$ cat src/rtl/mips_pkg.sv
// Shared pipeline definitions for the MIPS-style core.
// Used by the control unit and the ID/EX stage.
package mips_pkg;

  localparam int RW = 5;
  localparam int FW = 6;

  localparam logic [FW-1:0] NOPF = 6'b000000;

  typedef enum logic [1:0] {
    PC_SEQ = 2'b00,
    PC_BR  = 2'b01,
    PC_JMP = 2'b10
  } pcsrc_e;

  typedef struct packed {
    logic memRead;
    logic memWrite;
    logic aluSrc;
    logic regDst;
    logic regWrite;
    logic memToReg;
  } ctrl_t;

  localparam ctrl_t CTRL_NOP = '0;

  localparam logic [15:0] CNT_MAX = 16'hFFFF;

  function automatic logic [15:0] sat_inc(
    input logic [15:0] v
  );
    return (v == CNT_MAX) ? v : v + 16'd1;
  endfunction

endpackage

$ cat src/rtl/load_use_detect.sv
// Load-use hazard check: the EX-stage load writes a
// register that the ID-stage instruction reads.
module load_use_detect
  import mips_pkg::*;
(
  input  logic          exValid,
  input  logic          exMemRead,
  input  logic [RW-1:0] exRt,
  input  logic [RW-1:0] rs,
  input  logic [RW-1:0] rt,
  output logic          hazard
);

  logic rt_nz;
  logic rt_hit;

  assign rt_nz  = |exRt;
  assign rt_hit = (exRt == rs) | (exRt == rt);
  assign hazard = exValid & exMemRead & rt_nz & rt_hit;

endmodule

$ cat src/rtl/id_ex_stage.sv
// ID/EX pipeline register with load-use stall,
// branch/jump flush and a saturating stall counter.
module id_ex_stage
  import mips_pkg::*;
#(
  parameter int DW = 32
) (
  input  logic          clk,
  input  logic          rst,
  input  logic          memRead,
  input  logic          memWrite,
  input  logic          aluSrc,
  input  logic          regDst,
  input  logic          regWrite,
  input  logic          memToReg,
  input  logic [FW-1:0] funcIn,
  input  logic [1:0]    pcSrc,
  input  logic [DW-1:0] readData1,
  input  logic [DW-1:0] readData2,
  input  logic [DW-1:0] signExt,
  input  logic [RW-1:0] rs,
  input  logic [RW-1:0] rt,
  input  logic [RW-1:0] rd,
  output logic          exMemRead,
  output logic          exMemWrite,
  output logic          exAluSrc,
  output logic          exRegDst,
  output logic          exRegWrite,
  output logic          exMemToReg,
  output logic [FW-1:0] exFunc,
  output logic [DW-1:0] exData1,
  output logic [DW-1:0] exData2,
  output logic [DW-1:0] exImm,
  output logic [RW-1:0] exRs,
  output logic [RW-1:0] exRt,
  output logic [RW-1:0] exRd,
  output logic          exValid,
  output logic          stall,
  output logic          ifIdFlush,
  output logic [15:0]   stallCount
);

  ctrl_t         ctrl_in;
  ctrl_t         ctrl_q, ctrl_d;
  logic [FW-1:0] func_q, func_d;
  logic [DW-1:0] data1_q, data1_d;
  logic [DW-1:0] data2_q, data2_d;
  logic [DW-1:0] imm_q, imm_d;
  logic [RW-1:0] rs_q, rs_d;
  logic [RW-1:0] rt_q, rt_d;
  logic [RW-1:0] rd_q, rd_d;
  logic          valid_q, valid_d;
  logic [15:0]   cnt_q, cnt_d;
  logic          hazard;

  assign ctrl_in = '{
    memRead:  memRead,
    memWrite: memWrite,
    aluSrc:   aluSrc,
    regDst:   regDst,
    regWrite: regWrite,
    memToReg: memToReg
  };

  load_use_detect u_lud (
    .exValid   (valid_q),
    .exMemRead (ctrl_q.memRead),
    .exRt      (rt_q),
    .rs        (rs),
    .rt        (rt),
    .hazard    (hazard)
  );

  assign stall     = hazard;
  // A stall holds IF/ID, so it must not also be squashed.
  assign ifIdFlush = (pcSrc != PC_SEQ) & ~hazard;

  always_comb begin
    ctrl_d  = ctrl_q;
    func_d  = func_q;
    data1_d = data1_q;
    data2_d = data2_q;
    imm_d   = imm_q;
    rs_d    = rs_q;
    rt_d    = rt_q;
    rd_d    = rd_q;
    valid_d = valid_q;
    cnt_d   = cnt_q;
    if (hazard) begin
      ctrl_d  = CTRL_NOP;
      func_d  = NOPF;
      valid_d = 1'b0;
      cnt_d   = sat_inc(cnt_q);
    end else begin
      ctrl_d  = ctrl_in;
      func_d  = funcIn;
      data1_d = readData1;
      data2_d = readData2;
      imm_d   = signExt;
      rs_d    = rs;
      rt_d    = rt;
      rd_d    = rd;
      valid_d = 1'b1;
    end
  end

  always_ff @(posedge clk) begin
    if (rst) begin
      ctrl_q  <= CTRL_NOP;
      func_q  <= NOPF;
      data1_q <= '0;
      data2_q <= '0;
      imm_q   <= '0;
      rs_q    <= '0;
      rt_q    <= '0;
      rd_q    <= '0;
      valid_q <= 1'b0;
      cnt_q   <= '0;
    end else begin
      ctrl_q  <= ctrl_d;
      func_q  <= func_d;
      data1_q <= data1_d;
      data2_q <= data2_d;
      imm_q   <= imm_d;
      rs_q    <= rs_d;
      rt_q    <= rt_d;
      rd_q    <= rd_d;
      valid_q <= valid_d;
      cnt_q   <= cnt_d;
    end
  end

  assign exMemRead  = ctrl_q.memRead;
  assign exMemWrite = ctrl_q.memWrite;
  assign exAluSrc   = ctrl_q.aluSrc;
  assign exRegDst   = ctrl_q.regDst;
  assign exRegWrite = ctrl_q.regWrite;
  assign exMemToReg = ctrl_q.memToReg;
  assign exFunc     = func_q;
  assign exData1    = data1_q;
  assign exData2    = data2_q;
  assign exImm      = imm_q;
  assign exRs       = rs_q;
  assign exRt       = rt_q;
  assign exRd       = rd_q;
  assign exValid    = valid_q;
  assign stallCount = cnt_q;

endmodule

$ cat config.mk
export PLATFORM = sky130hd
export DESIGN_NAME = id_ex_stage
export DESIGN_NICKNAME = d
export VERILOG_FILES = /design/src/rtl/mips_pkg.sv /design/src/rtl/load_use_detect.sv /design/src/rtl/id_ex_stage.sv
export SDC_FILE = /design/constraint.sdc
export NUM_CORES = 1
export LEC_CHECK = 0
export CAP_MARGIN = 20
export CORE_MARGIN = 2
export CORE_UTILIZATION = 43
export DETAILED_ROUTE_END_ITERATION = 6
export GPL_TIMING_DRIVEN = 1
export PLACE_DENSITY_LB_ADDON = 0.15
export SYNTH_ARGS = -nofsm -noshare
export SYNTH_HDL_FRONTEND = slang
export SYNTH_SLANG_ARGS = --single-unit
$ cat constraint.sdc
create_clock -name clk -period 3 [get_ports clk]
set_input_delay 0.9 -clock clk [delete_from_list [all_inputs] [get_ports clk]]
set_output_delay 0.9 -clock clk [all_outputs]
set_load 0.01 [all_outputs]
# Word level (Yosys, flattened, before mapping)

Index checks and enable logic that the tools add are counted.

ROM bits: 0
Flip-flop bits (word level): 140
Memories kept: 0
Word-level logic and storage cells: 31
Bits in latches: 0
Memory bits (writable): 0

Multiplexer cells: 1
$add $sub $neg: 1
Shifts and indexed selects: 0
Eq/ne operators: 3
Div/mod/pow operators: 0
Multipliers: 0
Bitwise logic cells: 7
Order comparisons: 0
Reductions and logical operators: 4

Operator list:

| kind                    | count |
|---|---|
| $add A16 B1 Y16 const B | 1 |
| $eq A16 B16 Y1 const B  | 1 |
| $eq A5 B5 Y1            | 2 |
| $reduce_or A5 Y1        | 1 |
| $and A1 B1 Y1           | 4 |
| $not A1 Y1              | 2 |
| $reduce_and A2 Y1       | 1 |
| $reduce_bool A2 Y1      | 1 |
| $reduce_or A2 Y1        | 1 |
| $mux W1                 | 1 |
| $or A1 B1 Y1            | 1 |

# Logic depth before layout (Yosys ltp)

Gate-level depths: netlist of the first run.

Depth in word-level cells: 5
Depth in mapped cells: 8

# Cells and area by module

A second synthesis of the first run with hierarchy kept.

Cells, all modules: 499
Area, all modules: 5225.0 um^2

By module, submodules not included:

| module          | cells an instance | area each (um^2) | instances | seq. area each (um^2) |
|---|---|---|---|---|
| id_ex_stage     | 482               | 5092.4           | 1         | 2802.7 |
| load_use_detect | 17                | 132.6            | 1         | 0.0 |

# Worst setup path after synthesis of the first run

No wires, ideal clock.

Path kind: in2out
From: input rs[2]
To: output ifIdFlush
Arrival: 2.086 ns
Path slack: 0.014 ns
Required time: 2.100 ns
Cell stages on the path: 8
Cells stage by stage: xor2_1 > nor2_1 > a22oi_2 > nor2b_4 > buf_6 > buf_6 > buf_6 > nor2_1

Cells in the longest elaborated chain, start to end: 5

RTL lines:

| item            | line                  | RTL |
|---|---|---|
| from (decl)     | id_ex_stage.sv:21     | `input logic [RW-1:0] rs,` |
| $eq A5 B5 Y1    | load_use_detect.sv:18 | `assign rt_hit = (exRt == rs) \| (exRt == rt);` |
| $or A1 B1 Y1    | load_use_detect.sv:18 |  |
| $and A1 B1 Y1   | load_use_detect.sv:19 | `assign hazard = exValid & exMemRead & rt_nz & rt_hit;` |
| named net stall | id_ex_stage.sv:38     | `output logic stall,` |
| $not A1 Y1      | id_ex_stage.sv:76     | `assign ifIdFlush = (pcSrc != PC_SEQ) & ~hazard;` |
| $and A1 B1 Y1   | id_ex_stage.sv:76     |  |
| to (decl)       | id_ex_stage.sv:39     | `output logic ifIdFlush,` |

The timed path passes the listed nets, and every way through them passes these cells.

# Final worst setup path of the first run

From: input rt[4]
To: output ifIdFlush

Cells in the longest elaborated chain, start to end: 5

RTL lines:

| item          | line                  | RTL |
|---|---|---|
| from (decl)   | id_ex_stage.sv:22     | `input logic [RW-1:0] rt,` |
| $eq A5 B5 Y1  | load_use_detect.sv:18 |  |
| $or A1 B1 Y1  | load_use_detect.sv:18 |  |
| $and A1 B1 Y1 | load_use_detect.sv:19 |  |
| $not A1 Y1    | id_ex_stage.sv:76     |  |
| $and A1 B1 Y1 | id_ex_stage.sv:76     |  |

No other way between the ends.

==> flow_results.xml, run 1 <==
<?xml version="1.0" encoding="UTF-8"?>
<metrics>
  <group name="logic_synthesis">
    <metric name="synth-seq-area-share" unit="%">44.3</metric>
    <metric name="post_synth.cell_area_avg" unit="µm²">10.1</metric>
    <metric name="syn-cell-area" unit="µm²">6330</metric>
    <metric name="synth_cell_type_count" unit="">31</metric>
    <metric name="cells_after_synth" unit="">628</metric>
    <metric name="ys.warnings.count" unit="">0</metric>
    <metric name="synth_edf_count" unit="">0</metric>
    <metric name="synth_top_area_cell" unit="">dfxtp_1</metric>
    <metric name="postSynth.topFlopCell" unit="">dfxtp_1</metric>
    <metric name="asyncSetResetFlopFracSynth" unit="%">0</metric>
    <metric name="synth_seq_cells" unit="">140</metric>
    <metric name="synth_nets" unit="">756</metric>
    <metric name="synth_top_cells_by_area" unit="">dfxtp_1, nand2b_1, mux2i_1, nor3b_2, clkbuf_1</metric>
    <metric name="post-synth-top-area-fraction" unit="%">44.3</metric>
  </group>
  <group name="sta">
    <metric name="max_slew_margin" unit="%">39.8</metric>
    <metric name="drv_slew" unit="">0</metric>
    <metric name="clock_skew" unit="ns">0.00820</metric>
    <metric name="period_needed" unit="ns">2.96</metric>
    <metric name="fmaxAchievable" unit="MHz">338</metric>
    <metric name="grt_setup_unrepaired" unit="">no</metric>
    <metric name="worstMarginPinSlew" unit="ns">0.904</metric>
    <metric name="setup_viol_count_final" unit="">0</metric>
    <metric name="hold-worst-slack" unit="ns">0.472</metric>
    <metric name="final.period_utilization" unit="%">98.7</metric>
    <metric name="report.final.hold_viol_count" unit="">0</metric>
  </group>
  <group name="place">
    <metric name="place_inst" unit="">1044</metric>
    <metric name="place.gp.congestion" unit="">0.857</metric>
    <metric name="placement.io_buffers" unit="">268</metric>
    <metric name="place.detailed.hpwl" unit="µm">11700</metric>
  </group>
  <group name="die">
    <metric name="num_io_pins" unit="">269</metric>
    <metric name="core.rowCount" unit="">44</metric>
    <metric name="initial_utilization" unit="%">43.7</metric>
    <metric name="die_area" unit="µm²">15700</metric>
    <metric name="coreArea" unit="µm²">14500</metric>
    <metric name="die-width" unit="µm">125</metric>
    <metric name="die_height" unit="µm">125</metric>
  </group>
  <group name="routing">
    <metric name="drt_pass1_iterations" unit="">4</metric>
    <metric name="drt_iter0_drc" unit="">225</metric>
    <metric name="drt-wirelength-per-cell" unit="µm">15.2</metric>
    <metric name="route.vias.total" unit="">5201</metric>
    <metric name="route.detailed.drc" unit="">0</metric>
    <metric name="vias_per_cell" unit="">4.83</metric>
    <metric name="antenna_violating_nets_post_route" unit="">0</metric>
    <metric name="routed_wl" unit="µm">16400</metric>
  </group>
  <group name="setup_path">
    <metric name="cp_data_required_time" unit="ns">2.10</metric>
    <metric name="crit_type" unit="">in -&gt; out</metric>
    <metric name="critPathMaxFanout" unit="">3</metric>
    <metric name="timing.critical_path.arrival" unit="ns">2.06</metric>
    <metric name="cp-start-kind" unit="">input pin</metric>
    <metric name="worstSetupEndpointType" unit="">output pin</metric>
  </group>
  <group name="clock_network">
    <metric name="cts_hold_repair.buffers" unit="">0</metric>
    <metric name="clkSlewWorstSetupHoldPaths" unit="ns">0.05</metric>
    <metric name="htree_num_levels" unit="">4</metric>
    <metric name="cts_inserted_buffers" unit="">17</metric>
    <metric name="cts-root-to-sink-buffers" unit="">2</metric>
    <metric name="clock_sinks" unit="">140</metric>
    <metric name="insertion_delay" unit="ns">0.41</metric>
    <metric name="cell_at_the_root_of_the_clock_tree" unit="">clkbuf_16</metric>
    <metric name="tritoncts" unit="">done</metric>
  </group>
  <group name="cells_and_area">
    <metric name="final_net_count" unit="">1011</metric>
    <metric name="layout_common_cells" unit="">clkdlybuf4s50_1, nand2b_1, dfxtp_1</metric>
    <metric name="final_layout_size_suffix_gt1_share" unit="%">7.29</metric>
    <metric name="instances_no_fill" unit="">1076</metric>
    <metric name="final_common_cell" unit="">clkdlybuf4s50_1</metric>
    <metric name="syn_to_final_growth" unit="%">52.6</metric>
    <metric name="antenna_cells_inserted" unit="">0</metric>
  </group>
  <group name="pwr">
    <metric name="vdd_drop_max" unit="V">0.000539</metric>
    <metric name="powerDensity" unit="nW/µm²">471</metric>
    <metric name="power.leakage" unit="µW">0.00339</metric>
    <metric name="fin_total_pwr" unit="µW">4550</metric>
  </group>
  <group name="grt">
    <metric name="overflow" unit="">0</metric>
    <metric name="maximum_number_of_pins_on_one_net_before_global_route_repair" unit="">81</metric>
    <metric name="grt_pass1_vias" unit="">5354</metric>
    <metric name="gr-usage-all-layers" unit="%">20.8</metric>
    <metric name="grt_first_pass_wirelength" unit="µm">26500</metric>
    <metric name="antenna_violations_before_repair" unit="">0</metric>
  </group>
  <group name="worst_hold_path">
    <metric name="hp-class" unit="">reg -&gt; reg</metric>
  </group>
  <group name="job">
    <metric name="drv_cap" unit="">0</metric>
  </group>
  <group name="run_status">
    <metric name="result_of_the_run" unit="">finished clean</metric>
  </group>
</metrics>
-- metal layers --
metal | routed length (µm) | up-vias | GRT usage (%)
met1 | 6620 | 2423 | 23.3
met4 | 372 | 0 | 6.93
met3 | 1180 | 23 | 7.87
met5 | 0 | - | 0
li1 | - | 2588 | -
met2 | 8180 | 167 | 36.4
-- path summary, 6_finish.rpt --
check	from	endpoint	slack, ns	depth (start not counted)
worst min register to register	exData1[19]$_SDFFE_PP0N_	exData1[19]$_SDFFE_PP0N_	0.47	2
worst min-delay path	exData1[19]$_SDFFE_PP0N_	exData1[19]$_SDFFE_PP0N_	0.47	2
worst max-delay path	rt[4]	ifIdFlush	0.04	8
worst max register to register	exRt[0]$_SDFFE_PP0N_	exImm[4]$_SDFFE_PP0N_	0.44	10
-- Yosys cell counts, types with 2 or more instances --
cell type	number
or3_1	3
mux2i_1	112
mux2_2	4
nand4_1	7
a21oi_1	11
or4_1	9
xor2_1	10
nand2_1	4
nand2b_1	224
nor3_1	2
nor2b_1	4
o31ai_1	8
nor3b_2	12
clkbuf_1	28
nor2_1	12
o21ai_0	2
nand3_1	6
buf_6	6
dfxtp_1	140
buf_2	12
nor4_1	2
-- critical path, cell delays in order --
cell	delay, ns
clkdlybuf4s15_2	0.21
xor2_1	0.15
nor3_2	0.20
a22oi_2	0.11
nor2b_4	0.17
buf_6	0.13
nor2_4	0.03
buf_2	0.14
-- registers in the layout, indices dropped and copies added (netlist names) --
register,count
exRt,5
exRd,5
exValid,1
exMemWrite,1
exRegDst,1
exData2,32
exMemRead,1
exAluSrc,1
exRegWrite,1
exFunc,6
exImm,32
exRs,5
stallCount,16
exMemToReg,1
exData1,32
-- logic make-up after synthesis --
kind of cell / after synthesis / share of synthesized area [%]
AND/OR/NAND/NOR: 290 / 29.5
flip-flops: 140 / 44.3
multiplexers: 116 / 18.4
XOR/XNOR: 10 / 1.38
adder cells (fa/ha/maj): 1 / 0.198
buffers and inverters: 47 / 3.74
AO/OA/AOI/OAI: 24 / 2.47
-- per-stage QoR --
step / cell area, µm² / setup WS [ns] / util, % / TNS [ns]
5_1_grt: 9660 / 0.00240 / 66.7 / 0
4_1_cts: 9640 / 0.00629 / 66.6 / 0
3_5_place_dp: 9110 / -0.665 / 62.9 / -60.21
2_1_floorplan: 6330 / 0.0142 / - / 0
3_3_place_gp: 9110 / -0.597 / 62.9 / -49.91
6_report: 9660 / 0.0393 / 66.7 / 0
-- cell type report --
cell class,count,area [µm²]
Timing Repair Buffer,282,2800
Multi-Input combinational cell,441,3300
Inverter,1,3.75
Fill cell,1145,4820
Clock buffer,25,475
Tap cell,184,230
Sequential cell,140,2800
Clock inverter,3,40.0
-- timing repair --
action / 4_1_cts / 5_1_grt
resized for setup: 24 / 10
pin swaps: 5 / 5
endpoints found under the setup margin: 77 / 2
gates cloned: 0 / 0
buffers inserted: 3 / 0
-- where the power goes --
group	internal (µW)	switching, µW
clock	1160	722
sequential	1960	49.6
combinational	418	241
total	3540	1010
Note: power is estimated with default switching activity, not from simulation.
==> run 2, diff against run 1 <==
--- a/config.mk
+++ b/config.mk
@@ -11,6 +11,7 @@
 export DETAILED_ROUTE_END_ITERATION = 6
 export GPL_TIMING_DRIVEN = 1
 export PLACE_DENSITY_LB_ADDON = 0.15
+export REMOVE_ABC_BUFFERS = 1
 export SYNTH_ARGS = -nofsm -noshare
 export SYNTH_HDL_FRONTEND = slang
 export SYNTH_SLANG_ARGS = --single-unit
==> constraint.sdc (replaced) <==
create_clock -name clk -period 3 [get_ports clk]
set_input_delay 0.9 -clock clk [delete_from_list [all_inputs] [get_ports clk]]
set_output_delay 0.9 -clock clk [all_outputs]
set_load 0.02 [all_outputs]
==> flow_results.xml, run 2 (synthesis results as in run 1) <==
<?xml version="1.0" encoding="UTF-8"?>
<metrics>
  <group name="run_status">
    <metric name="result_of_the_run" unit="">finished clean</metric>
  </group>
  <group name="place">
    <metric name="place.detailed.hpwl" unit="µm">11800</metric>
    <metric name="placement.io_buffers" unit="">268</metric>
    <metric name="place.gp.congestion" unit="">0.805</metric>
    <metric name="place_inst" unit="">1043</metric>
  </group>
  <group name="sta">
    <metric name="final.setup.tns" unit="ns">0</metric>
    <metric name="final.period_utilization" unit="%">98.7</metric>
    <metric name="drv_slew" unit="">0</metric>
    <metric name="max_slew_margin" unit="%">39.1</metric>
    <metric name="grt_setup_unrepaired" unit="">no</metric>
    <metric name="report.final.hold_viol_count" unit="">0</metric>
    <metric name="period_needed" unit="ns">2.96</metric>
    <metric name="clock_skew" unit="ns">0.00725</metric>
    <metric name="fmaxAchievable" unit="MHz">338</metric>
    <metric name="worstMarginPinSlew" unit="ns">0.914</metric>
    <metric name="setup_viol_count_final" unit="">0</metric>
    <metric name="hold-worst-slack" unit="ns">0.473</metric>
  </group>
  <group name="die">
    <metric name="die_height" unit="µm">125</metric>
    <metric name="initial_utilization" unit="%">43.7</metric>
    <metric name="die-width" unit="µm">125</metric>
    <metric name="die_area" unit="µm²">15700</metric>
    <metric name="core.rowCount" unit="">44</metric>
    <metric name="coreArea" unit="µm²">14500</metric>
    <metric name="num_io_pins" unit="">269</metric>
  </group>
  <group name="clock_network">
    <metric name="cell_at_the_root_of_the_clock_tree" unit="">clkbuf_16</metric>
    <metric name="insertion_delay" unit="ns">0.41</metric>
    <metric name="tritoncts" unit="">done</metric>
    <metric name="htree_num_levels" unit="">4</metric>
    <metric name="clock_sinks" unit="">140</metric>
    <metric name="cts_hold_repair.buffers" unit="">0</metric>
    <metric name="cts-root-to-sink-buffers" unit="">2</metric>
    <metric name="clkSlewWorstSetupHoldPaths" unit="ns">0.05</metric>
    <metric name="cts_inserted_buffers" unit="">17</metric>
  </group>
  <group name="pwr">
    <metric name="vdd_drop_max" unit="V">0.000396</metric>
    <metric name="power.leakage" unit="µW">0.00345</metric>
    <metric name="powerDensity" unit="nW/µm²">525</metric>
    <metric name="fin_total_pwr" unit="µW">5150</metric>
  </group>
  <group name="cells_and_area">
    <metric name="utilization" unit="%">67.7</metric>
    <metric name="instances_no_fill" unit="">1076</metric>
    <metric name="antenna_cells_inserted" unit="">0</metric>
    <metric name="final_common_cell" unit="">clkdlybuf4s50_1</metric>
    <metric name="final_net_count" unit="">1007</metric>
    <metric name="syn_to_final_growth" unit="%">54.9</metric>
    <metric name="final_layout_size_suffix_gt1_share" unit="%">7.17</metric>
    <metric name="layout_common_cells" unit="">clkdlybuf4s50_1, nand2b_1, dfxtp_1</metric>
    <metric name="multi_input_area" unit="µm²">3300</metric>
    <metric name="area_occupied_by_registers" unit="µm²">2800</metric>
    <metric name="layout.filler_cells" unit="">1162</metric>
  </group>
  <group name="routing">
    <metric name="vias_per_cell" unit="">4.82</metric>
    <metric name="routed_wl" unit="µm">16600</metric>
    <metric name="drt-wirelength-per-cell" unit="µm">15.5</metric>
    <metric name="route.detailed.drc" unit="">0</metric>
    <metric name="route.vias.total" unit="">5182</metric>
    <metric name="antenna_violating_nets_post_route" unit="">0</metric>
    <metric name="drt_pass1_iterations" unit="">4</metric>
    <metric name="drt_iter0_drc" unit="">252</metric>
  </group>
  <group name="setup_path">
    <metric name="worstSetupEndpointType" unit="">output pin</metric>
    <metric name="r2r_slack" unit="ns">0.54</metric>
    <metric name="crit_type" unit="">in -&gt; out</metric>
    <metric name="critPathMaxFanout" unit="">2</metric>
    <metric name="cp-start-kind" unit="">input pin</metric>
    <metric name="timing.critical_path.arrival" unit="ns">2.06</metric>
    <metric name="cpPeakStageDelay" unit="ns">0.26</metric>
    <metric name="setup.worst_path.start" unit="">rt[0]</metric>
    <metric name="timing.critical_path.cells" unit="">dlygate4sd2_1, xor2_1, nor3_2, a22oi_2, nor2b_4, buf_6, buf_8</metric>
    <metric name="cp_data_required_time" unit="ns">2.10</metric>
    <metric name="timing.rr.start" unit="">exRt[4]$_SDFFE_PP0N_</metric>
    <metric name="r2r_cells" unit="">9</metric>
    <metric name="critical_path.slowest_cell" unit="">dlygate4sd2_1</metric>
  </group>
  <group name="grt">
    <metric name="overflow" unit="">0</metric>
    <metric name="grt_pass1_vias" unit="">5149</metric>
    <metric name="antenna_violations_before_repair" unit="">0</metric>
    <metric name="maximum_number_of_pins_on_one_net_before_global_route_repair" unit="">143</metric>
    <metric name="grt_first_pass_wirelength" unit="µm">26700</metric>
    <metric name="gr-usage-all-layers" unit="%">20.9</metric>
  </group>
  <group name="worst_hold_path">
    <metric name="timing.hold.worst.start" unit="">exData1[9]$_SDFFE_PP0N_</metric>
    <metric name="worstHoldPathCells" unit="">2</metric>
    <metric name="hp-class" unit="">reg -&gt; reg</metric>
  </group>
  <group name="job">
    <metric name="drv_cap" unit="">0</metric>
  </group>
</metrics>
## run 2: area by class of cell
cell class / instances / area share [%]
inverters: 1 / 0.0383
clock buffers: 22 / 4.84
clock inverters: 10 / 2.14
well taps: 184 / 2.35
multi-input cells: 441 / 33.6
flip-flops and latches: 140 / 28.6
repair buffers: 278 / 28.4
## run 2: per-stage QoR
step           instance area (µm²)  setup slack (ns)
4_1_cts                       9800           0.00378
5_1_grt                       9810          0.000303
2_1_floorplan                 6100             -2.70
6_report                      9810            0.0396
3_5_place_dp                  9110            -0.621
3_3_place_gp                  9110            -0.630
## run 2: worst paths after layout
kind                                    to
setup / recovery                     stall
hold / removal     exData1[9]$_SDFFE_PP0N_
setup reg to reg  exData1[22]$_SDFFE_PP0N_
hold reg to reg    exData1[9]$_SDFFE_PP0N_
## run 2: worst max-delay path, delay by kind of cell
kind                      cells  cell delay, ns
and+or+nand+nor               2            0.37
buffers and inverters         3            0.49
AOI/OAI and AO/OA             1            0.11
xor gates and xnor gates      1            0.17
## run 2: report_power, final
group | switching (µW) | internal (µW) | total, µW | leakage [µW]
Combinational | 312 | 419 | 732 | 0.00195
Clock | 782 | 1630 | 2410 | 0.000331
Sequential | 49.2 | 1950 | 2000 | 0.00116
## run 2: timing repair
action / 4_1_cts / 5_1_grt
gates resized for setup: 22 / 2
hold endpoints to repair: 0 / 0
setup endpoints to repair: 2 / 2
pin swaps: 7 / 3
setup buffers: 0 / 1
## run 2: per-layer routing
| metal | share of wire (%) | global-route usage [%] | wire length [µm] | vias to the layer above |
|---|---|---|---|---|
| li1 | - | - | - | 2590 |
| met1 | 43 | 25.3 | 7160 | 2379 |
| met2 | 48 | 35.1 | 7970 | 183 |
| met3 | 6.3 | 6.03 | 1050 | 30 |
| met4 | 2.7 | 8.56 | 448 | 0 |
| met5 | 0 | 0 | 0 | - |
